--- config.mk ---
export PLATFORM = sky130hd
export DESIGN_NAME = gate_tt_sweeper
export DESIGN_NICKNAME = d
export VERILOG_FILES = /design/src/rtl/gate_sweep_pkg.sv /design/src/rtl/gate_sweep_sync.sv /design/src/rtl/gate_tt_sweeper.sv
export SDC_FILE = /design/constraint.sdc
export NUM_CORES = 1
export LEC_CHECK = 0
export BUFFER_PORTS_ARGS = -buffer_cell sky130_fd_sc_hd__buf_2
export CORE_ASPECT_RATIO = 1.5
export CORE_MARGIN = 5
export CORE_UTILIZATION = 25
export DETAILED_ROUTE_END_ITERATION = 8
export PLACE_DENSITY = 0.51
export REMOVE_ABC_BUFFERS = 1
export SLEW_MARGIN = 20
export SYNTH_ARGS = -nofsm -noshare
export SYNTH_HDL_FRONTEND = slang
export SYNTH_HIERARCHICAL = 1
export SYNTH_SLANG_ARGS = --single-unit
--- constraint.sdc ---
create_clock -name clk -period 3 [get_ports clk]
set_input_delay 0.15 -clock clk [delete_from_list [all_inputs] [get_ports clk]]
set_output_delay 0.15 -clock clk [all_outputs]
set_load 0.1 [all_outputs]
--- src/rtl/gate_sweep_pkg.sv ---
// Shared types, widths and helpers for the gate truth-table sweeper.
package gate_sweep_pkg;

  localparam int unsigned N_IN  = 4;
  localparam int unsigned TT_W  = 16;
  localparam int unsigned CNT_W = 5;
  localparam int unsigned MIS_W = 5;

  typedef enum logic [1:0] {
    ST_IDLE  = 2'd0,
    ST_DRIVE = 2'd1,
    ST_DONE  = 2'd2
  } sweep_state_e;

  // Truth-table bit position for input vector v (vector 0 lands in the MSB).
  function automatic logic [N_IN-1:0] tt_idx(input logic [N_IN-1:0] v);
    return N_IN'(TT_W - 1) - v;
  endfunction

endpackage

--- src/rtl/gate_sweep_sync.sv ---
// Two-flop synchronizer for the gate output; only built with GATE_SWEEP_SYNC_EN.
`ifdef GATE_SWEEP_SYNC_EN
module gate_sweep_sync (
  input  logic clk,
  input  logic rst_n,
  input  logic d,
  output logic q
);

  logic meta;

  // Two-stage capture, both stages cleared by reset.
  always_ff @(posedge clk) begin
    if (!rst_n) begin
      meta <= 1'b0;
      q    <= 1'b0;
    end else begin
      meta <= d;
      q    <= meta;
    end
  end

endmodule
`endif

--- src/rtl/gate_tt_sweeper.sv ---
// Drives all 16 vectors into a 4-input gate, captures its truth table and
// compares it against TT_EXPECT.
// Optional macro GATE_SWEEP_SYNC_EN: resample gate_out through two flops and
// stretch each vector by two cycles to cover the added delay.
module gate_tt_sweeper
  import gate_sweep_pkg::*;
#(
  parameter logic [TT_W-1:0] TT_EXPECT     = 16'hA960,
  parameter int unsigned     SETTLE_CYCLES = 2
) (
  input  logic             clk,
  input  logic             rst_n,
  input  logic             start,
  input  logic             abort,
  output logic [N_IN-1:0]  gate_in,
  input  logic             gate_out,
  output logic             busy,
  output logic             done,
  output logic [TT_W-1:0]  tt_obs,
  output logic [MIS_W-1:0] mismatch_cnt,
  output logic             pass
);

  logic sample_bit;

`ifdef GATE_SWEEP_SYNC_EN
  localparam int unsigned HOLD = SETTLE_CYCLES + 2;

  gate_sweep_sync u_sync (
    .clk   (clk),
    .rst_n (rst_n),
    .d     (gate_out),
    .q     (sample_bit)
  );
`else
  localparam int unsigned HOLD = SETTLE_CYCLES;

  assign sample_bit = gate_out;
`endif

  localparam logic [CNT_W-1:0] CNT_RELOAD = CNT_W'(HOLD - 1);
  localparam logic [N_IN-1:0]  LAST_VEC   = N_IN'(TT_W - 1);

  sweep_state_e    state;
  logic [CNT_W-1:0] settle_cnt;
  logic [N_IN-1:0]  samp_idx;
  logic             exp_bit;
  logic             miss;
  logic [TT_W-1:0]  tt_new;

  // Truth table as it would look with the current sample merged in.
  always_comb begin
    samp_idx         = tt_idx(gate_in);
    exp_bit          = TT_EXPECT[samp_idx];
    miss             = sample_bit ^ exp_bit;
    tt_new           = tt_obs;
    tt_new[samp_idx] = sample_bit;
  end

  // Sweep sequencer: state, vector, settle counter and all registered outputs.
  always_ff @(posedge clk) begin
    if (!rst_n) begin
      state        <= ST_IDLE;
      settle_cnt   <= '0;
      gate_in      <= '0;
      busy         <= 1'b0;
      done         <= 1'b0;
      tt_obs       <= '0;
      mismatch_cnt <= '0;
      pass         <= 1'b0;
    end else begin
      done <= 1'b0;
      if (abort) begin
        // Abort beats start and discards any partial result.
        state        <= ST_IDLE;
        settle_cnt   <= '0;
        gate_in      <= '0;
        busy         <= 1'b0;
        tt_obs       <= '0;
        mismatch_cnt <= '0;
        pass         <= 1'b0;
      end else begin
        unique case (state)
          ST_IDLE, ST_DONE: begin
            if (start) begin
              state        <= ST_DRIVE;
              settle_cnt   <= CNT_RELOAD;
              gate_in      <= '0;
              busy         <= 1'b1;
              tt_obs       <= '0;
              mismatch_cnt <= '0;
              pass         <= 1'b0;
            end else begin
              state <= ST_IDLE;
            end
          end
          ST_DRIVE: begin
            if (settle_cnt == '0) begin
              tt_obs <= tt_new;
              if (miss && (mismatch_cnt != '1)) begin
                mismatch_cnt <= mismatch_cnt + MIS_W'(1);
              end
              if (gate_in == LAST_VEC) begin
                state   <= ST_DONE;
                gate_in <= '0;
                busy    <= 1'b0;
                done    <= 1'b1;
                pass    <= (tt_new == TT_EXPECT);
              end else begin
                gate_in    <= gate_in + N_IN'(1);
                settle_cnt <= CNT_RELOAD;
              end
            end else begin
              settle_cnt <= settle_cnt - CNT_W'(1);
            end
          end
          default: begin
            state   <= ST_IDLE;
            gate_in <= '0;
            busy    <= 1'b0;
          end
        endcase
      end
    end
  end

endmodule
==> impl_metrics.csv, run 1 <==
group,metric,value,unit
logic_synthesis,netlist_area,1980,um2
setup_path,cpMostUsedCell,"sky130_fd_sc_hd__or4_1",
place,place_congestion,0.815,
setup_path,r2r_cells,7,
setup_path,worst_path_dominant_cell_family,"simple AND/OR/NAND/NOR gates",
clock_network,postCtsHoldBufs,0,
grt,grt_overflow_total,0,
place,portBuffers,32,
final_layout,syn2layout_area_growth,20.7,%
min_path,timing.hold.worst_path_depth,3,
floorplan,start_util,25.9,%
timing,totalNegativeSetupSlack,0,ns
detailed_routing,drt_drc_violations_left,0,
logic_synthesis,postSynth.asyncResetShare,0,%
setup_path,slowest_delay,0.48,ns
logic_synthesis,biggest_area_contributors_in_the_synthesized_netlist,"sky130_fd_sc_hd__dfxtp_1 (35%), sky130_fd_sc_hd__a21oi_1 (8.8%), sky130_fd_sc_hd__o21ai_0 (6.1%)",
grt,grtUsageTotal,12.0,%
clock_network,number_of_buffers_created_by_cts,5,
clock_network,tritoncts,"built",
flow_run,cap_violations,0,
setup_path,critPathMaxFanout,9,
setup_path,crit_path_end_kind,"register",
place,detailedPlacementHpwl,4180,um
timing,maxSlewViolCount,0,
power,switchingPower,263,uW
clock_network,clk-insertion-delay-late,0.28,ns
clock_network,cts_post_setup_buffers_inserted,0,
final_layout,antenna-diode-count,0,
setup_path,critPathLaunchType,"register",
grt,first_global_vias,1968,
logic_synthesis,post_synth_and_or_nand_nor_area_fraction,28.0,%
detailed_routing,avgRoutedWirePerCell,14.5,um
final_layout,post_route_cells_drive_above_1_share,18.0,%
detailed_routing,detail-route-antenna-nets,0,
status,status,"finished clean",
detailed_routing,count_of_tritonroute_iterations_in_the_first_routing_pass,4,
logic_synthesis,synthTopCellsByCount,"sky130_fd_sc_hd__a21oi_1 (35), sky130_fd_sc_hd__dfxtp_1 (35), sky130_fd_sc_hd__o21ai_0 (24)",
logic_synthesis,synth_adder_area_share,5.69,%
final_layout,final-seq-area,701,um2
logic_synthesis,synthesis.instances,254,
logic_synthesis,postSynth.topFlopCell,"sky130_fd_sc_hd__dfxtp_1",
power,p_per_area,442,nW/um2
final_layout,fillers,852,
timing,max_slew_margin,51.1,%
logic_synthesis,synth_largest_type_area_fraction,35.4,%
clock_network,cts_resized,0,
timing,fin_skew,0.00338,ns
logic_synthesis,synth_compound_area_share,23.4,%
setup_path,cp_cell_sequence,"inv_1 > ha_1 > and2_1 > or4_1 > a21o_1 > or4_1 > a31oi_1",
power,comb_power_share,8.0,%
power,p_int,794,uW
logic_synthesis,synth_enable_flop_cells,0,
floorplan,io_pins,33,
setup_path,timing.critical_path.slowest_stage_cell,"sky130_fd_sc_hd__or4_1",
timing,setup_viol,0,
grt,initial_antenna_violation_count,0,
timing,post_route_fraction_of_the_period_consumed_by_the_critical_path,83.8,%
timing,timing.fmax,0.398,GHz
min_path,min_path_type,"input pin to register",
clock_network,clkSlewWorstSetupHoldPaths,0.06,ns
logic_synthesis,synth_top_area_cell,"sky130_fd_sc_hd__dfxtp_1",
floorplan,std_cell_rows,39,
logic_synthesis,synth.mux.area_fraction,3.03,%
final_layout,post-route-util,31.2,%
floorplan,die_y,119,um
detailed_routing,via_per_instance_ratio,5.03,
logic_synthesis,synth.ff_latch_count,35,
power,net_sw_share,24.9,%
timing,finalWorstPathRequiredPeriod,2.51,ns
detailed_routing,postRouteWirelength,5580,um
min_path,worst_hold_startpoint,"start",
clock_network,cts.sinks,35,
logic_synthesis,yosysWarningCount,6,
setup_path,criticalPathCategory,"register to register",
floorplan,core_area,7660,um2
setup_path,worstPathBufferInverterCount,1,
setup_path,reg2reg_slack,0.49,ns
timing,hold_viol_final,0,
setup_path,critical_path.reg2reg.startpoint,"gate_in[0]",
clock_network,cts-root-to-sink-buffers,2,
logic_synthesis,synth_top_family_by_area,"simple AND/OR/NAND/NOR gates",
clock_network,htree_levels,2,
clock_network,ctsRootBufferMaster,"sky130_fd_sc_hd__clkbuf_16",
setup_path,timing.critical_path.arrival,2.71,ns
floorplan,fp.dieArea,9840,um2
timing,unrepaired_setup_endpoints_after_global_routing,"no",
timing,tightestPinTransition,0.733,ns
logic_synthesis,yosys.area_share.xor_xnor,0,%
floorplan,die_x,82.7,um
grt,grt_start_max_net_pins,20,
logic_synthesis,synth-seq-area-share,35.4,%
power,power.leakage,0.942,nW
logic_synthesis,unique_cell_type_count_in_the_yosys_netlist,36,
grt,global_route_wire_length_before_repair,9360,um
detailed_routing,vias,1935,
logic_synthesis,postSynthAreaPerCell,7.80,um2
power,clock_power_share,47.5,%
setup_path,cp.required,3.20,ns
detailed_routing,drt_iter0_markers,97,
power,power_frac_seq,44.6,%
final_layout,number_of_nets_at_the_end_of_the_flow,296,
final_layout,multiInputGateArea,1190,um2
setup_path,r2r-end,"mismatch_cnt[3]",
min_path,hold_path_end,"busy",
power,irDropWorstVdd,177,uV
==> cell usage in the layout (no fill, tap or decap), drive strengths merged, types with 6 or more instances in the layout <==
master	Yosys	routed
a21oi	35	35
nor2b	8	8
nor2	21	21
dfxtp	35	35
buf	2	39
ha	9	9
nand3	13	13
nor3	14	14
mux2i	6	6
nand2	12	12
o21ai	24	24
==> layout make-up <==
cell class                      instances  share of cell area, %
Inverter                                5                  0.785
Timing Repair Buffer                   39                   8.90
Clock buffer                            5                   5.23
Sequential cell                        35                   29.3
Clock inverter                          3                  0.628
Multi-Input combinational cell        196                   49.8
Tap cell                              102                   5.34
==> power groups by stage <==
stage / clock network [mW] / logic [mW] / registers [mW]
CTS: 0.516 / 0.0851 / 0.471
detailed placement: 0 / 0.0851 / 0.481
global route: 0.534 / 0.0934 / 0.471
global placement: 0 / 0.0847 / 0.481
floorplan: 0 / 0.0456 / 0.489
finish: 0.502 / 0.0842 / 0.471
==> layer usage <==
metal / up-vias / GRT usage (%) / share of wire [%]
li1: 991 / - / -
met1: 896 / 13.6 / 43
met2: 39 / 21.7 / 51
met3: 9 / 1.81 / 4.2
met4: 0 / 5.01 / 2.1
met5: - / 0 / 0
==> per-stage QoR <==
stage / power, mW / hold slack [ns] / std cells / worst slack (ns) / area [um2]
finish: 1.06 / 0.191 / 385 / 0.487 / 2390
global route: 1.10 / 0.230 / 385 / 0.299 / 2390
CTS: 1.07 / 0.187 / 385 / 0.493 / 2390
detailed placement: 0.566 / 0.462 / 377 / 0.531 / 2250
global placement: 0.566 / 0.456 / 377 / 0.580 / 2250
floorplan: 0.535 / 0.329 / 236 / -0.0870 / 1910
==> registers in the layout, indices dropped and copies added, names as in the netlist <==
signal / count
done: 1
state: 2
mismatch_cnt: 5
gate_in: 4
tt_obs: 16
busy: 1
pass: 1
settle_cnt: 5
==> worst register-to-register path, cell delays in order (launching register included) <==
cell and delay (ns):
sky130_fd_sc_hd__dfxtp_1 0.47, sky130_fd_sc_hd__inv_1 0.13, sky130_fd_sc_hd__ha_1 0.34, sky130_fd_sc_hd__and2_1 0.18
sky130_fd_sc_hd__or4_1 0.40, sky130_fd_sc_hd__a21o_1 0.25, sky130_fd_sc_hd__or4_1 0.48, sky130_fd_sc_hd__a31oi_1 0.17
==> how the worst max path moves through the flow <==
stage,startpoint,to,slack [ns],cells past startpoint
after floorplan,gate_in[0],mismatch_cnt[3],-0.09,7
final,gate_in[0],mismatch_cnt[3],0.49,7
after global placement,gate_in[0],mismatch_cnt[3],0.58,7
after detailed placement,gate_in[0],mismatch_cnt[3],0.53,7
after CTS,gate_in[0],mismatch_cnt[3],0.49,7
after global routing,gate_in[0],mismatch_cnt[3],0.30,7
==> kinds of logic (layout without fill, tap and decap cells) <==
| kind of cell | Yosys count | in the layout |
|---|---|---|
| AND/OR/NAND/NOR | 100 | 100 |
| AO/OA/AOI/OAI | 81 | 81 |
| flip-flops | 35 | 35 |
| buffers and inverters | 23 | 52 |
| adder cells (fa/ha/maj) | 9 | 9 |
| multiplexers | 6 | 6 |
(Power assumes the default switching activity.)
==> run 2: changes to the inputs <==
--- a/config.mk
+++ b/config.mk
@@ -5,6 +5,7 @@
 export SDC_FILE = /design/constraint.sdc
 export NUM_CORES = 1
 export LEC_CHECK = 0
+export ABC_AREA = 1
 export BUFFER_PORTS_ARGS = -buffer_cell sky130_fd_sc_hd__buf_2
 export CORE_ASPECT_RATIO = 1.5
 export CORE_MARGIN = 5
==> constraint.sdc (replaced) <==
create_clock -name clk -period 2.5 [get_ports clk]
set_input_delay 0.125 -clock clk [delete_from_list [all_inputs] [get_ports clk]]
set_output_delay 0.125 -clock clk [all_outputs]
set_load 0.1 [all_outputs]
==> run 2 against run 1 <==
Clock skew is 0.0025 ns higher. Sequential share of layout area is 0.44 points lower. Hold slack better by 0.026 ns. Via count is 3.3% higher.
==> impl_metrics.csv, run 2 <==
group,metric,value,unit
place,place_congestion,0.845,
min_path,hold_path_end,"busy",
timing,hold_viol_final,0,
detailed_routing,postRouteWirelength,5770,um
timing,timing.fmax,0.514,GHz
clock_network,ctsRootBufferMaster,"sky130_fd_sc_hd__clkbuf_16",
timing,worst_hold_margin,0.217,ns
grt,global_route_wire_length_before_repair,9610,um
final_layout,antenna-diode-count,0,
logic_synthesis,synth.ff_latch_count,35,
logic_synthesis,netlist_area,2060,um2
logic_synthesis,postSynth.asyncResetShare,0,%
logic_synthesis,synth_enable_flop_cells,0,
clock_network,tritoncts,"built",
floorplan,fp.dieArea,10200,um2
floorplan,core_area,8060,um2
final_layout,registers.top_by_ff_count,"tt_obs",
grt,first_global_vias,1976,
setup_path,r2r_cells,9,
grt,grt_start_max_net_pins,34,
floorplan,io_pins,33,
clock_network,clk-insertion-delay-late,0.29,ns
clock_network,postCtsHoldBufs,0,
setup_path,criticalPathCategory,"register to register",
timing,tightestPinTransition,0.615,ns
final_layout,fillers,912,
setup_path,timing.critical_path.slowest_stage_cell,"sky130_fd_sc_hd__nand2_2",
floorplan,start_util,25.6,%
setup_path,worst-path-stages,9,
timing,post_route_fraction_of_the_period_consumed_by_the_critical_path,77.8,%
final_layout,top_regs,"tt_obs (16), mismatch_cnt (5), settle_cnt (5)",
floorplan,die_y,121,um
floorplan,std_cell_rows,40,
setup_path,reg2reg_slack,0.55,ns
min_path,worst_hold_startpoint,"start",
logic_synthesis,synth_most_common_cell,"sky130_fd_sc_hd__nand2_1",
detailed_routing,vias,1998,
grt,initial_antenna_violation_count,0,
logic_synthesis,yosysWarningCount,6,
final_layout,layout_commonest_cell,"sky130_fd_sc_hd__nand2_1",
final_layout,post_route_cells_drive_above_1_share,17.6,%
final_layout,largest_register_ffs,16,
grt,grtUsageTotal,12.0,%
setup_path,timing.critical_path.arrival,2.17,ns
final_layout,number_of_nets_at_the_end_of_the_flow,342,
logic_synthesis,synth_largest_type_area_fraction,34.0,%
grt,met1_usage,12.6,%
setup_path,worst_path_dominant_cell_family,"simple AND/OR/NAND/NOR gates",
grt,met3_usage,3.74,%
clock_network,number_of_buffers_created_by_cts,5,
logic_synthesis,postSynthAreaPerCell,6.92,um2
detailed_routing,count_of_tritonroute_iterations_in_the_first_routing_pass,4,
clock_network,cts-root-to-sink-buffers,2,
setup_path,cpMostUsedCell,"sky130_fd_sc_hd__nor2_1",
power,power.leakage,1.07,nW
final_layout,area_of_all_placed_cells_without_fillers,2430,um2
timing,unrepaired_setup_endpoints_after_global_routing,"no",
final_layout,layout_common_cells,"sky130_fd_sc_hd__nand2_1 (68), sky130_fd_sc_hd__dfxtp_1 (35), sky130_fd_sc_hd__nor2_1 (34), sky130_fd_sc_hd__nand3_1 (34), sky130_fd_sc_hd__buf_2 (32)",
detailed_routing,avgRoutedWirePerCell,13.3,um
logic_synthesis,unique_cell_type_count_in_the_yosys_netlist,31,
place,postPlaceCellArea,2290,um2
setup_path,worstPathBufferInverterCount,2,
clock_network,htree_levels,2,
final_layout,syn2layout_area_growth,17.6,%
detailed_routing,detail-route-antenna-nets,0,
grt,global_routing_usage_on_met2,21.0,%
clock_network,cts_post_setup_buffers_inserted,0,
setup_path,critPathMaxFanout,33,
logic_synthesis,synthesis.instances,298,
grt,grt_overflow_total,0,
floorplan,die_x,84.2,um
final_layout,multiInputGateArea,1170,um2
clock_network,cts.sinks,35,
setup_path,critPathLaunchType,"register",
place,detailedPlacementHpwl,4160,um
grt,grt.busiest_layer,"met2",
timing,totalNegativeSetupSlack,0,ns
detailed_routing,via_per_instance_ratio,4.60,
status,status,"finished clean",
logic_synthesis,synth-seq-area-share,34.0,%
setup_path,cp.required,2.73,ns
clock_network,clkSlewWorstSetupHoldPaths,0.06,ns
setup_path,slowest_delay,0.41,ns
flow_run,cap_violations,0,
timing,max_slew_margin,58.7,%
setup_path,r2r-end,"mismatch_cnt[0]",
detailed_routing,drt_iter0_markers,120,
logic_synthesis,biggest_area_contributors_in_the_synthesized_netlist,"sky130_fd_sc_hd__dfxtp_1 (34%), sky130_fd_sc_hd__nand2_1 (12%), sky130_fd_sc_hd__nand3_1 (8.2%)",
setup_path,cp_cell_sequence,"inv_1 > ha_1 > nor3b_2 > nand3_2 > nand2_2 > inv_2 > nor3_1 > nor2_1 > nor2_1",
detailed_routing,drt_drc_violations_left,0,
timing,finalWorstPathRequiredPeriod,1.95,ns
power,p_per_area,601,nW/um2
timing,maxSlewViolCount,0,
timing,fin_skew,0.00584,ns
logic_synthesis,synthTopCellsByCount,"sky130_fd_sc_hd__nand2_1 (68), sky130_fd_sc_hd__dfxtp_1 (35), sky130_fd_sc_hd__nand3_1 (34), sky130_fd_sc_hd__nor2_1 (34), sky130_fd_sc_hd__o21ai_0 (22)",
power,irDropWorstVdd,257,uV
logic_synthesis,postSynth.topFlopCell,"sky130_fd_sc_hd__dfxtp_1",
final_layout,final-seq-area,701,um2
min_path,min_path_type,"input pin to register",
setup_path,critical_path.reg2reg.startpoint,"settle_cnt[0]",
place,portBuffers,32,
logic_synthesis,synth_top_area_cell,"sky130_fd_sc_hd__dfxtp_1",
min_path,timing.hold.worst_path_depth,3,
setup_path,crit_path_end_kind,"register",
clock_network,cts_resized,0,
timing,setup_viol,0,
-- run 2: worst max-delay path by stage --
| stage | from | end |
|---|---|---|
| 4_1_cts | settle_cnt[0] | mismatch_cnt[0] |
| 6_report | settle_cnt[0] | mismatch_cnt[0] |
| 5_1_grt | settle_cnt[0] | mismatch_cnt[0] |
| 3_5_place_dp | settle_cnt[0] | mismatch_cnt[0] |
| 2_1_floorplan | gate_in[0] | mismatch_cnt[0] |
| 3_3_place_gp | state[0] | mismatch_cnt[0] |
-- run 2: tightest hold or removal path: stages --
cell and delay, ns:
sky130_fd_sc_hd__buf_2 0.11, sky130_fd_sc_hd__nand2_1 0.14, sky130_fd_sc_hd__a21oi_1 0.08
-- run 2: report_power, final --
part / internal [mW] / switching (mW) / total [mW]
combinational: 0.0605 / 0.207 / 0.267
sequential: 0.575 / 0.0161 / 0.591
clock: 0.368 / 0.232 / 0.600
total: 1.00 / 0.455 / 1.46
-- run 2: cell families after synthesis --
family | synth area share (%)
AOI/OAI and AO/OA | 12.7
buffers and inverters | 9.28
xor gates and xnor gates | 1.70
adders and majority gates | 5.46
DFF | 34.0
and+or+nand+nor | 36.9
-- run 2: layout make-up --
class	count	share of cell area (%)
Clock inverter	1	0.206
Tap cell	105	5.41
Sequential cell	35	28.9
Multi-Input combinational cell	224	48.2
Timing Repair Buffer	35	7.53
Inverter	27	4.28
Clock buffer	7	5.46
-- run 2: layer usage --
metal  vias to the layer above  part of all wire (%)
met5                         -                     0
met4                         0                   3.4
met3                        13                   5.9
met2                        46                    50
met1                       888                    41
li1                       1051                     -
-- run 2: through the flow --
step	std cells	worst slack, ns	util (%)	power (mW)
final	434	0.555	30.1	1.46
after global routing	434	0.232	30.1	1.53
after CTS	434	0.526	30.1	1.48
after detailed placement	426	0.542	28.4	0.873
after global placement	426	0.551	28.4	0.873
after floorplan	286	0.0468	-	0.813
==> run 3: changes to the inputs <==
==> constraint.sdc (replaced) <==
create_clock -name clk -period 2 [get_ports clk]
set_input_delay 0.1 -clock clk [delete_from_list [all_inputs] [get_ports clk]]
set_output_delay 0.1 -clock clk [all_outputs]
set_load 0.1 [all_outputs]
==> run 3 against run 2 <==
Combinational power is 30% higher. Clock power rose by 38%. Cell area grew 3.2%. Sequential cell count unchanged. Worst setup slack got worse by 0.31 ns.
==> impl_metrics.csv, run 3 (same netlist as run 2, synthesis figures left out) <==
group,metric,value,unit
setup_path,crit_path_end_kind,"register",
min_path,timing.hold.worst_path_depth,3,
timing,hold_viol_final,0,
timing,tightestPinTransition,0.497,ns
grt,first_global_vias,2045,
detailed_routing,detail-route-antenna-nets,0,
status,status,"finished clean",
clock_network,cts_post_setup_buffers_inserted,0,
grt,grt_overflow_total,0,
setup_path,critPathMaxFanout,12,
final_layout,syn2layout_area_growth,21.5,%
clock_network,cts.sinks,35,
detailed_routing,count_of_tritonroute_iterations_in_the_first_routing_pass,4,
floorplan,core_area,8060,um2
final_layout,top_regs,"tt_obs (16), mismatch_cnt (5), settle_cnt (5)",
setup_path,timing.critical_path.slowest_stage_cell,"sky130_fd_sc_hd__dfxtp_1",
detailed_routing,postRouteWirelength,5880,um
timing,totalNegativeSetupSlack,0,ns
timing,setup_viol,0,
clock_network,cts-root-to-sink-buffers,2,
final_layout,registers.top_by_ff_count,"tt_obs",
grt,global_route_wire_length_before_repair,9830,um
detailed_routing,avgRoutedWirePerCell,13.3,um
setup_path,cp_cell_sequence,"inv_1 > ha_1 > nor3b_2 > nand3_2 > nand2_2 > buf_4 > o21ai_0 > o21ai_0 > nor2_1",
floorplan,die_x,84.2,um
flow_run,cap_violations,0,
final_layout,number_of_nets_at_the_end_of_the_flow,350,
setup_path,r2r_cells,9,
clock_network,htree_levels,2,
floorplan,std_cell_rows,40,
detailed_routing,drt_drc_violations_left,0,
timing,timing.fmax,0.570,GHz
timing,fin_skew,0.00499,ns
clock_network,clk-insertion-delay-late,0.28,ns
clock_network,tritoncts,"built",
timing,finalWorstPathRequiredPeriod,1.75,ns
detailed_routing,via_per_instance_ratio,4.68,
grt,grtUsageTotal,12.1,%
setup_path,critPathLaunchType,"register",
floorplan,die_y,121,um
place,place_congestion,0.816,
timing,worst_hold_margin,0.189,ns
floorplan,io_pins,33,
power,p_per_area,762,nW/um2
detailed_routing,drt_iter0_markers,126,
place,postPlaceCellArea,2350,um2
floorplan,fp.dieArea,10200,um2
power,power.leakage,1.12,nW
final_layout,antenna-diode-count,0,
timing,max_slew_margin,66.7,%
min_path,worst_hold_startpoint,"start",
clock_network,ctsRootBufferMaster,"sky130_fd_sc_hd__clkbuf_16",
place,detailedPlacementHpwl,4380,um
clock_network,cts_resized,0,
final_layout,multiInputGateArea,1170,um2
setup_path,critical_path.reg2reg.startpoint,"settle_cnt[0]",
setup_path,reg2reg_slack,0.25,ns
timing,unrepaired_setup_endpoints_after_global_routing,"no",
final_layout,post_route_cells_drive_above_1_share,19.9,%
place,portBuffers,32,
floorplan,start_util,25.6,%
setup_path,timing.critical_path.arrival,1.91,ns
final_layout,largest_register_ffs,16,
final_layout,layout_common_cells,"sky130_fd_sc_hd__nand2_1 (68), sky130_fd_sc_hd__dfxtp_1 (35), sky130_fd_sc_hd__nor2_1 (34), sky130_fd_sc_hd__nand3_1 (34), sky130_fd_sc_hd__buf_2 (32)",
setup_path,cpMostUsedCell,"sky130_fd_sc_hd__o21ai_0",
setup_path,criticalPathCategory,"register to register",
setup_path,slowest_delay,0.33,ns
timing,post_route_fraction_of_the_period_consumed_by_the_critical_path,87.7,%
final_layout,layout_commonest_cell,"sky130_fd_sc_hd__nand2_1",
grt,grt_start_max_net_pins,17,
clock_network,clkSlewWorstSetupHoldPaths,0.06,ns
setup_path,r2r-end,"tt_obs[15]",
setup_path,cp.required,2.16,ns
clock_network,number_of_buffers_created_by_cts,5,
final_layout,area_of_all_placed_cells_without_fillers,2510,um2
detailed_routing,vias,2069,
min_path,hold_path_end,"busy",
final_layout,final-seq-area,701,um2
grt,initial_antenna_violation_count,0,
timing,maxSlewViolCount,0,
power,irDropWorstVdd,437,uV
final_layout,fillers,897,
min_path,min_path_type,"input pin to register",
clock_network,postCtsHoldBufs,0,
==> run 3: cell count changes in the layout (fill, tap and decap cells not counted) <==
cell,before,now
sky130_fd_sc_hd__buf_4,3,11
sky130_fd_sc_hd__clkbuf_1,2,1
sky130_fd_sc_hd__clkinv_2,1,0
sky130_fd_sc_hd__clkbuf_8,0,2
==> run 3: worst max path at each step <==
stage                   from               to  slack, ns  depth (start not counted)
3_5_place_dp   settle_cnt[0]  mismatch_cnt[0]       0.24                          9
6_report       settle_cnt[0]       tt_obs[15]       0.25                          9
4_1_cts        settle_cnt[0]  mismatch_cnt[0]       0.22                          9
2_1_floorplan     gate_in[0]  mismatch_cnt[0]      -0.45                         10
3_3_place_gp   settle_cnt[0]       tt_obs[15]       0.24                          9
5_1_grt           gate_in[0]             pass       0.02                          8
==> run 3: where the power goes <==
| part | internal, mW | switching, mW |
|---|---|---|
| Combinational | 0.0842 | 0.264 |
| Clock | 0.530 | 0.295 |
| Sequential | 0.719 | 0.0191 |
| Total | 1.33 | 0.578 |
==> run 3: cell type report <==
cell class / count / area share [%]
sequential: 35 / 28.0
clock buffer: 8 / 6.24
timing repair buffer: 43 / 9.69
tap: 105 / 5.24
multi-input combinational: 224 / 46.7
inverter: 27 / 4.14
==> run 3: critical path, delay by kind of cell, from the launching register on <==
| family | cells | cell delay (ns) |
|---|---|---|
| simple gates | 4 | 0.67 |
| buf+inv | 2 | 0.29 |
| compound gates | 2 | 0.18 |
| flops | 1 | 0.33 |
| fa+ha+maj | 1 | 0.16 |
==> run 3: per-stage QoR <==
step	total power [mW]	util [%]	cells	worst slack (ns)
2_1_floorplan	1.02	-	286	-0.453
6_report	1.91	31.1	442	0.246
5_1_grt	1.99	31.1	442	0.0187
3_5_place_dp	1.10	29.2	434	0.238
3_3_place_gp	1.10	29.2	434	0.238
4_1_cts	1.94	31.1	442	0.222
==> run 3: per-layer routing <==
metal / GRT usage [%] / vias up / wire (um)
met5: 0 / - / 0
met4: 5.43 / 0 / 163
met3: 3.80 / 15 / 379
met2: 21.1 / 66 / 2860
met1: 13.3 / 920 / 2480
li1: - / 1068 / -
